$ cat config.mk
export PLATFORM = sky130hd
export DESIGN_NAME = accum_result_fifo_flat
export DESIGN_NICKNAME = d
export VERILOG_FILES = /design/src/rtl/accum_pkg.sv /design/src/rtl/accum_result_fifo_if.sv /design/src/rtl/sat_counter.sv /design/src/rtl/accum_result_fifo.sv /design/src/flat_wrapper.sv
export SDC_FILE = /design/constraint.sdc
export NUM_CORES = 1
export LEC_CHECK = 0
export CAP_MARGIN = 10
export CORE_AREA = 2 2 69 71
export CTS_CLUSTER_SIZE = 14
export DETAILED_ROUTE_END_ITERATION = 8
export DIE_AREA = 0 0 71 73
export PLACE_DENSITY = 0.93
export RECOVER_POWER = 50
export SYNTH_ARGS = -nofsm -noshare
export SYNTH_HDL_FRONTEND = slang
export SYNTH_SLANG_ARGS = --single-unit
$ cat constraint.sdc
create_clock -name clk -period 8.39 [get_ports clk]
set_input_delay 0.839 -clock clk [delete_from_list [all_inputs] [get_ports clk]]
set_output_delay 0.839 -clock clk [all_outputs]
set_load 0.02 [all_outputs]
$ cat src/rtl/accum_pkg.sv
// Shared types and helpers for the accumulator result FIFO.
package accum_pkg;

    localparam int unsigned ACC_DATA_W = 8;

    // One stored entry: overflow flag and accumulator result.
    typedef struct packed {
        logic                  ovf;
        logic [ACC_DATA_W-1:0] res;
    } entry_t;

    // Occupancy width: it must be able to hold 0..depth inclusive.
    function automatic int unsigned lvl_w(input int unsigned depth);
        return $clog2(depth) + 1;
    endfunction

endpackage

$ cat src/rtl/accum_result_fifo_if.sv
// Producer/consumer bus of the accumulator result FIFO, plus its debug readout.
interface accum_result_fifo_if
    import accum_pkg::*;
#(
    parameter int unsigned DATA_W = ACC_DATA_W,
    parameter int unsigned DEPTH  = 4,
    parameter int unsigned CNT_W  = 8
);
    localparam int unsigned LVL_W = lvl_w(DEPTH);

    logic              in_valid;
    logic              in_ready;
    logic [DATA_W-1:0] result;
    logic              overflow_flag;
    logic              out_valid;
    logic              out_ready;
    logic [DATA_W-1:0] out_result;
    logic              out_overflow;
    logic [LVL_W-1:0]  level;
    logic [LVL_W-1:0]  peak_level;
    logic [CNT_W-1:0]  ovf_count;

    modport master (
        output in_valid, result, overflow_flag, out_ready,
        input  in_ready, out_valid, out_result, out_overflow,
               level, peak_level, ovf_count
    );

    modport slave (
        input  in_valid, result, overflow_flag, out_ready,
        output in_ready, out_valid, out_result, out_overflow,
               level, peak_level, ovf_count
    );

endinterface

$ cat src/rtl/sat_counter.sv
// Event counter that sticks at all-ones instead of wrapping; clr has priority.
module sat_counter #(
    parameter int unsigned W = 8
) (
    input  logic         clk,
    input  logic         rst,
    input  logic         clr,
    input  logic         inc,
    output logic [W-1:0] count
);

    logic [W-1:0] count_q;
    logic [W-1:0] count_d;

    always_comb begin
        count_d = count_q;
        if (clr) begin
            count_d = '0;
        end else if (inc && (count_q != '1)) begin
            count_d = count_q + W'(1);
        end
    end

    always_ff @(posedge clk or posedge rst) begin
        if (rst) begin
            count_q <= '0;
        end else begin
            count_q <= count_d;
        end
    end

    assign count = count_q;

endmodule

$ cat src/rtl/accum_result_fifo.sv
// First-word fall-through FIFO behind the accumulator. It keeps an overflow-event
// count and a peak-occupancy watermark.
module accum_result_fifo
    import accum_pkg::*;
#(
    parameter int unsigned DATA_W = ACC_DATA_W,
    parameter int unsigned DEPTH  = 4,
    parameter int unsigned CNT_W  = 8
) (
    input  logic                clk,
    input  logic                rst,
    input  logic                clr,
    accum_result_fifo_if.slave  bus
);

    localparam int unsigned PTR_W = $clog2(DEPTH);
    localparam int unsigned LVL_W = lvl_w(DEPTH);

    entry_t           mem_q [DEPTH];
    logic [PTR_W-1:0] wr_ptr_q, wr_ptr_d;
    logic [PTR_W-1:0] rd_ptr_q, rd_ptr_d;
    logic [LVL_W-1:0] level_q, level_d;
    logic [LVL_W-1:0] peak_q, peak_d;

    logic in_ready_c;
    logic out_valid_c;
    logic push_c;
    logic pop_c;
    entry_t head_c;

    // Handshake flags come only from registered occupancy.
    assign in_ready_c  = (level_q != LVL_W'(DEPTH));
    assign out_valid_c = (level_q != '0);
    assign push_c      = bus.in_valid & in_ready_c;
    assign pop_c       = out_valid_c & bus.out_ready;

    // Next state for the pointers, level and watermark. clr wins over any transfer.
    always_comb begin
        wr_ptr_d = wr_ptr_q;
        rd_ptr_d = rd_ptr_q;
        level_d  = level_q;
        peak_d   = peak_q;
        if (clr) begin
            wr_ptr_d = '0;
            rd_ptr_d = '0;
            level_d  = '0;
            peak_d   = '0;
        end else begin
            if (push_c) wr_ptr_d = wr_ptr_q + PTR_W'(1);
            if (pop_c)  rd_ptr_d = rd_ptr_q + PTR_W'(1);
            case ({push_c, pop_c})
                2'b10:   level_d = level_q + LVL_W'(1);
                2'b01:   level_d = level_q - LVL_W'(1);
                default: level_d = level_q;
            endcase
            peak_d = (level_d > peak_q) ? level_d : peak_q;
        end
    end

    always_ff @(posedge clk or posedge rst) begin
        if (rst) begin
            wr_ptr_q <= '0;
            rd_ptr_q <= '0;
            level_q  <= '0;
            peak_q   <= '0;
        end else begin
            wr_ptr_q <= wr_ptr_d;
            rd_ptr_q <= rd_ptr_d;
            level_q  <= level_d;
            peak_q   <= peak_d;
        end
    end

    // Storage has no reset; reads of stale entries are masked by level.
    always_ff @(posedge clk) begin
        if (push_c && !clr) begin
            mem_q[wr_ptr_q] <= '{ovf: bus.overflow_flag, res: ACC_DATA_W'(bus.result)};
        end
    end

    sat_counter #(.W(CNT_W)) u_ovf_cnt (
        .clk   (clk),
        .rst   (rst),
        .clr   (clr),
        .inc   (push_c & bus.overflow_flag),
        .count (bus.ovf_count)
    );

    assign head_c           = mem_q[rd_ptr_q];
    assign bus.in_ready     = in_ready_c;
    assign bus.out_valid    = out_valid_c;
    assign bus.out_result   = out_valid_c ? DATA_W'(head_c.res) : '0;
    assign bus.out_overflow = out_valid_c & head_c.ovf;
    assign bus.level        = level_q;
    assign bus.peak_level   = peak_q;

endmodule

$ cat src/flat_wrapper.sv
// flat-port wrapper written by rule: the top's interface ports become plain ports
module accum_result_fifo_flat import accum_pkg::*;
#(
    parameter int unsigned DATA_W = ACC_DATA_W,
    parameter int unsigned DEPTH  = 4,
    parameter int unsigned CNT_W  = 8
)
  (clk, rst, clr, bus_in_valid, bus_result, bus_overflow_flag, bus_out_ready, bus_in_ready, bus_out_valid, bus_out_result, bus_out_overflow, bus_level, bus_peak_level, bus_ovf_count);
  accum_result_fifo_if #(.DATA_W(DATA_W), .DEPTH(DEPTH), .CNT_W(CNT_W)) bus_i ();
  input  logic clk;
  input  logic rst;
  input  logic clr;
  input wire logic [$bits(bus_i.in_valid)-1:0] bus_in_valid;
  input wire logic [$bits(bus_i.result)-1:0] bus_result;
  input wire logic [$bits(bus_i.overflow_flag)-1:0] bus_overflow_flag;
  input wire logic [$bits(bus_i.out_ready)-1:0] bus_out_ready;
  output wire logic [$bits(bus_i.in_ready)-1:0] bus_in_ready;
  output wire logic [$bits(bus_i.out_valid)-1:0] bus_out_valid;
  output wire logic [$bits(bus_i.out_result)-1:0] bus_out_result;
  output wire logic [$bits(bus_i.out_overflow)-1:0] bus_out_overflow;
  output wire logic [$bits(bus_i.level)-1:0] bus_level;
  output wire logic [$bits(bus_i.peak_level)-1:0] bus_peak_level;
  output wire logic [$bits(bus_i.ovf_count)-1:0] bus_ovf_count;
  assign bus_i.in_valid = bus_in_valid;
  assign bus_i.result = bus_result;
  assign bus_i.overflow_flag = bus_overflow_flag;
  assign bus_i.out_ready = bus_out_ready;
  assign bus_in_ready = bus_i.in_ready;
  assign bus_out_valid = bus_i.out_valid;
  assign bus_out_result = bus_i.out_result;
  assign bus_out_overflow = bus_i.out_overflow;
  assign bus_level = bus_i.level;
  assign bus_peak_level = bus_i.peak_level;
  assign bus_ovf_count = bus_i.ovf_count;
  accum_result_fifo #(.DATA_W(DATA_W), .DEPTH(DEPTH), .CNT_W(CNT_W)) u_core (.clk(clk), .rst(rst), .clr(clr), .bus(bus_i));
endmodule
==> flow_metrics.tcl <==
set metrics [dict create \
    outcome "complete, no violations" \
    worst_clock_skew_ps 10.8 \
    tritoncts "built" \
    yosysMostFrequentCell "edfxtp_1" \
    antenna_found_initial 0 \
    cts-resized-gates 0 \
    synth_top_cells_by_count "edfxtp_1 (36), dfrtp_1 (18), and2_1 (14), nor2_1 (10)" \
    critPathLaunchType "register" \
    power.density_cell_area_mw_per_mm2 300 \
    cp_data_required_time_ps 8580 \
    layout-drive-gt1-share 0.104 \
    worst-r2r-cell-count 12 \
    rsz_0062_raised_after_global_routing "false" \
    worst_slew_pin_slew_ps 710 \
    final_report_hold_violation_count 0 \
    worstSkewPairLatency_ps 300 \
    drc_errors 0 \
    category_of_the_most_critical_setup_path "register to register" \
    wl_per_cell_um 16.5 \
    post-cts-setup-buffer-count 0 \
    static_power_due_to_leakage_nw 1.06 \
    floorplan.die.width_um 71 \
    synth_seq_area_share 0.618 \
    seq_area_mm2 0.00153 \
    syn-instance-count 172 \
    crit_arrival_ps 3880 \
    ctsRootBufferMaster "clkbuf_8" \
    ys_dominant_reg_cell "edfxtp_1" \
    synth-edff-count 36 \
    timing.final.crit_period_ps 3690 \
    path_max_fanout 12 \
    start_util 0.547 \
    synth.distinct_cells 36 \
    yosys.area.top_type_share 0.436 \
    finalWeightedCongestion 0.804 \
    fillCellCount 322 \
    timing.rr.start "u_core.bus.level[1]$_DFF_PP0_" \
    synth_area_per_cell_um2 14.4 \
    initialDrtViolationCount 80 \
    max-slew-margin-rel 0.526 \
    timing.critical_path.to_type "register" \
    ant_nets_after_route 0 \
    number_of_primary_i_o_pins 39 \
    endpoint_of_the_most_critical_setup_path "u_core.bus.peak_level[0]$_DFFE_PP0P_" \
    number_of_global_route_vias_before_repair 1509 \
    vias 1537 \
    max-clock-path-buffers 2 \
    vdd_drop_max_mv 0.226 \
    maximum_clock_rate_mhz 271 \
    timing.max_cap.violations 0 \
    cp_cell_sequence "or3_2, and2_1, ha_1, fa_1, xnor2_1, nor2_1, xnor2_1, inv_1, ha_1, nand3_1, o21a_1, mux2_2" \
    dp.final_hpwl_um 3090 \
    layout-area-overhead-vs-synth_pct 19.9 \
    grt_use_total 0.187 \
    reg2reg_setup_slack_ps 4700 \
    placementRows 25 \
    wire_length_of_the_first_global_routing_pass_um 7180 \
    net_count_after_synthesis 196 \
    synth_async_sr_flop_share 0.333 \
    design.die.area_mm2 0.00518 \
    slew_violations 0 \
    floorplan.die.height_um 73 \
    detail_route.vias_per_cell 5.78 \
    synth_seq_cells 54 \
    most_area_consuming_cells_after_synthesis "edfxtp_1 (44%), dfrtp_1 (18%), mux4_2 (8.2%)" \
    fin_setup_tns_ps 0 \
    first_pass_drt_iterations 4 \
    synth_area_mm2 0.00248 \
    synth-warning-count 0 \
    finalSetupViolations 0 \
    clock_sinks 54 \
    finalCritPeriodShare 0.440 \
    remaining_global_route_overflow 0 \
    cp_slowest_cell "or3_2" \
    total_length_of_routed_wires_um 4390 \
    reg2reg_to "u_core.bus.peak_level[0]$_DFFE_PP0P_" \
    port_buffers 38 \
    htreeDepth 2 \
    fin_util 0.656 \
    cpPeakStageDelay_ps 610 \
    origin_of_the_worst_setup_path "u_core.bus.level[1]$_DFF_PP0_" \
    layout.nets 235 \
    multi_input_comb_area_um2 868 \
    timing.hold.worst.class "register to register" \
    grt_max_degree 20 \
    post_cts_hold_buffer_count 0 \
    netlist.top_cell.by_area "edfxtp_1" \
    num_antenna_cells 0 \
    cts.reportedPaths.clkPinSlew_ps 80 \
    core-area_mm2 0.00454 \
    tritoncts.num_buffers 5 \
]
==> layout by cell type (no fill, tap or decap), types with 3 or more instances in the layout <==
| cell type | instances |
|---|---|
| a21oi_1 | 9 |
| and2_1 | 14 |
| clkbuf_8 | 6 |
| clkdlybuf4s50_1 | 26 |
| dfrtp_1 | 18 |
| dlygate4sd3_1 | 12 |
| edfxtp_1 | 36 |
| ha_1 | 9 |
| inv_1 | 8 |
| mux4_2 | 9 |
| nand2_1 | 6 |
| nand3_1 | 8 |
| nor2_1 | 10 |
| nor2b_1 | 3 |
| o31ai_1 | 4 |
| or4_1 | 3 |
| xnor2_1 | 4 |
==> state kept, by name, summed over array words and instances, names as in the netlist <==
| signal | count |
|---|---|
| u_core.bus.level | 3 |
| u_core.bus.peak_level | 3 |
| u_core.mem_q | 36 |
| u_core.rd_ptr_q | 2 |
| u_core.u_ovf_cnt.count | 8 |
| u_core.wr_ptr_q | 2 |
==> worst max-delay path, delay by kind of cell, from the launching register on <==
kind                       cells  cell delay [ps]
and+or+nand+nor                4             1100
adders and majority gates      3              970
DFF                            1              470
xor gates and xnor gates       2              430
muxes                          1              340
AOI/OAI and AO/OA              1              190
buffers and inverters          1               80
==> routing by layer <==
| metal | global-route usage | up-vias | wire length, µm |
|---|---|---|---|
| met1 | 0.228 | 767 | 1820 |
| met5 | 0 | - | 0 |
| li1 | - | 720 | - |
| met3 | 0.0456 | 6 | 212 |
| met4 | 0.0692 | 0 | 66 |
| met2 | 0.325 | 44 | 2290 |
==> kinds of logic (layout without fill, tap and decap cells) <==
logic type                 Yosys count  after routing  share of synthesized area
AOI/OAI and AO/OA                   22             22                     0.0570
xor gates and xnor gates             6              6                     0.0212
adders and majority gates           10             10                     0.0535
DFF                                 54             54                      0.618
buffers and inverters               15             55                     0.0272
and+or+nand+nor                     53             53                      0.129
muxes                               12             12                     0.0949
==> power breakdown <==
group          internal [mW]  switching [mW]  total (mW)
registers              0.313          0.0355       0.348
logic                  0.203           0.200       0.402
clock network         0.0650          0.0769       0.142
total                  0.580           0.312       0.893
==> worst min-delay path by stage <==
stage          cells past startpoint                             startpoint  slack, ps                                    end
2_1_floorplan                      2         u_core.wr_ptr_q[1]$_DFFE_PP0P_        540         u_core.wr_ptr_q[1]$_DFFE_PP0P_
3_3_place_gp                       2  u_core.u_ovf_cnt.count[6]$_DFFE_PP0P_        560  u_core.u_ovf_cnt.count[6]$_DFFE_PP0P_
3_5_place_dp                       2         u_core.wr_ptr_q[1]$_DFFE_PP0P_        570         u_core.wr_ptr_q[1]$_DFFE_PP0P_
4_1_cts                            2         u_core.wr_ptr_q[1]$_DFFE_PP0P_        580         u_core.wr_ptr_q[1]$_DFFE_PP0P_
5_1_grt                            2         u_core.wr_ptr_q[1]$_DFFE_PP0P_        610         u_core.wr_ptr_q[1]$_DFFE_PP0P_
6_report                           2   u_core.bus.peak_level[1]$_DFFE_PP0P_        580   u_core.bus.peak_level[1]$_DFFE_PP0P_
==> final cells by class <==
type                    instances  area share
flip-flops and latches         54       0.515
multi-input cells             103       0.292
repair buffers                 38       0.128
clock buffers                   6      0.0278
well taps                      54      0.0227
inverters                       9      0.0122
clock inverters                 2     0.00252
==> through the flow <==
| stage | power [mW] | std cells | cell area (µm²) | hold slack [ps] | worst slack [ps] |
|---|---|---|---|---|---|
| after floorplan | 0.620 | 172 | 2480 | 543 | 5090 |
| after global placement | 0.741 | 258 | 2900 | 563 | 4640 |
| after detailed placement | 0.761 | 258 | 2900 | 568 | 4430 |
| after CTS | 0.904 | 266 | 2990 | 580 | 4670 |
| after global routing | 0.946 | 266 | 2970 | 610 | 4490 |
| final | 0.893 | 266 | 2970 | 578 | 4700 |
Note: power is estimated with default switching activity, not from simulation.
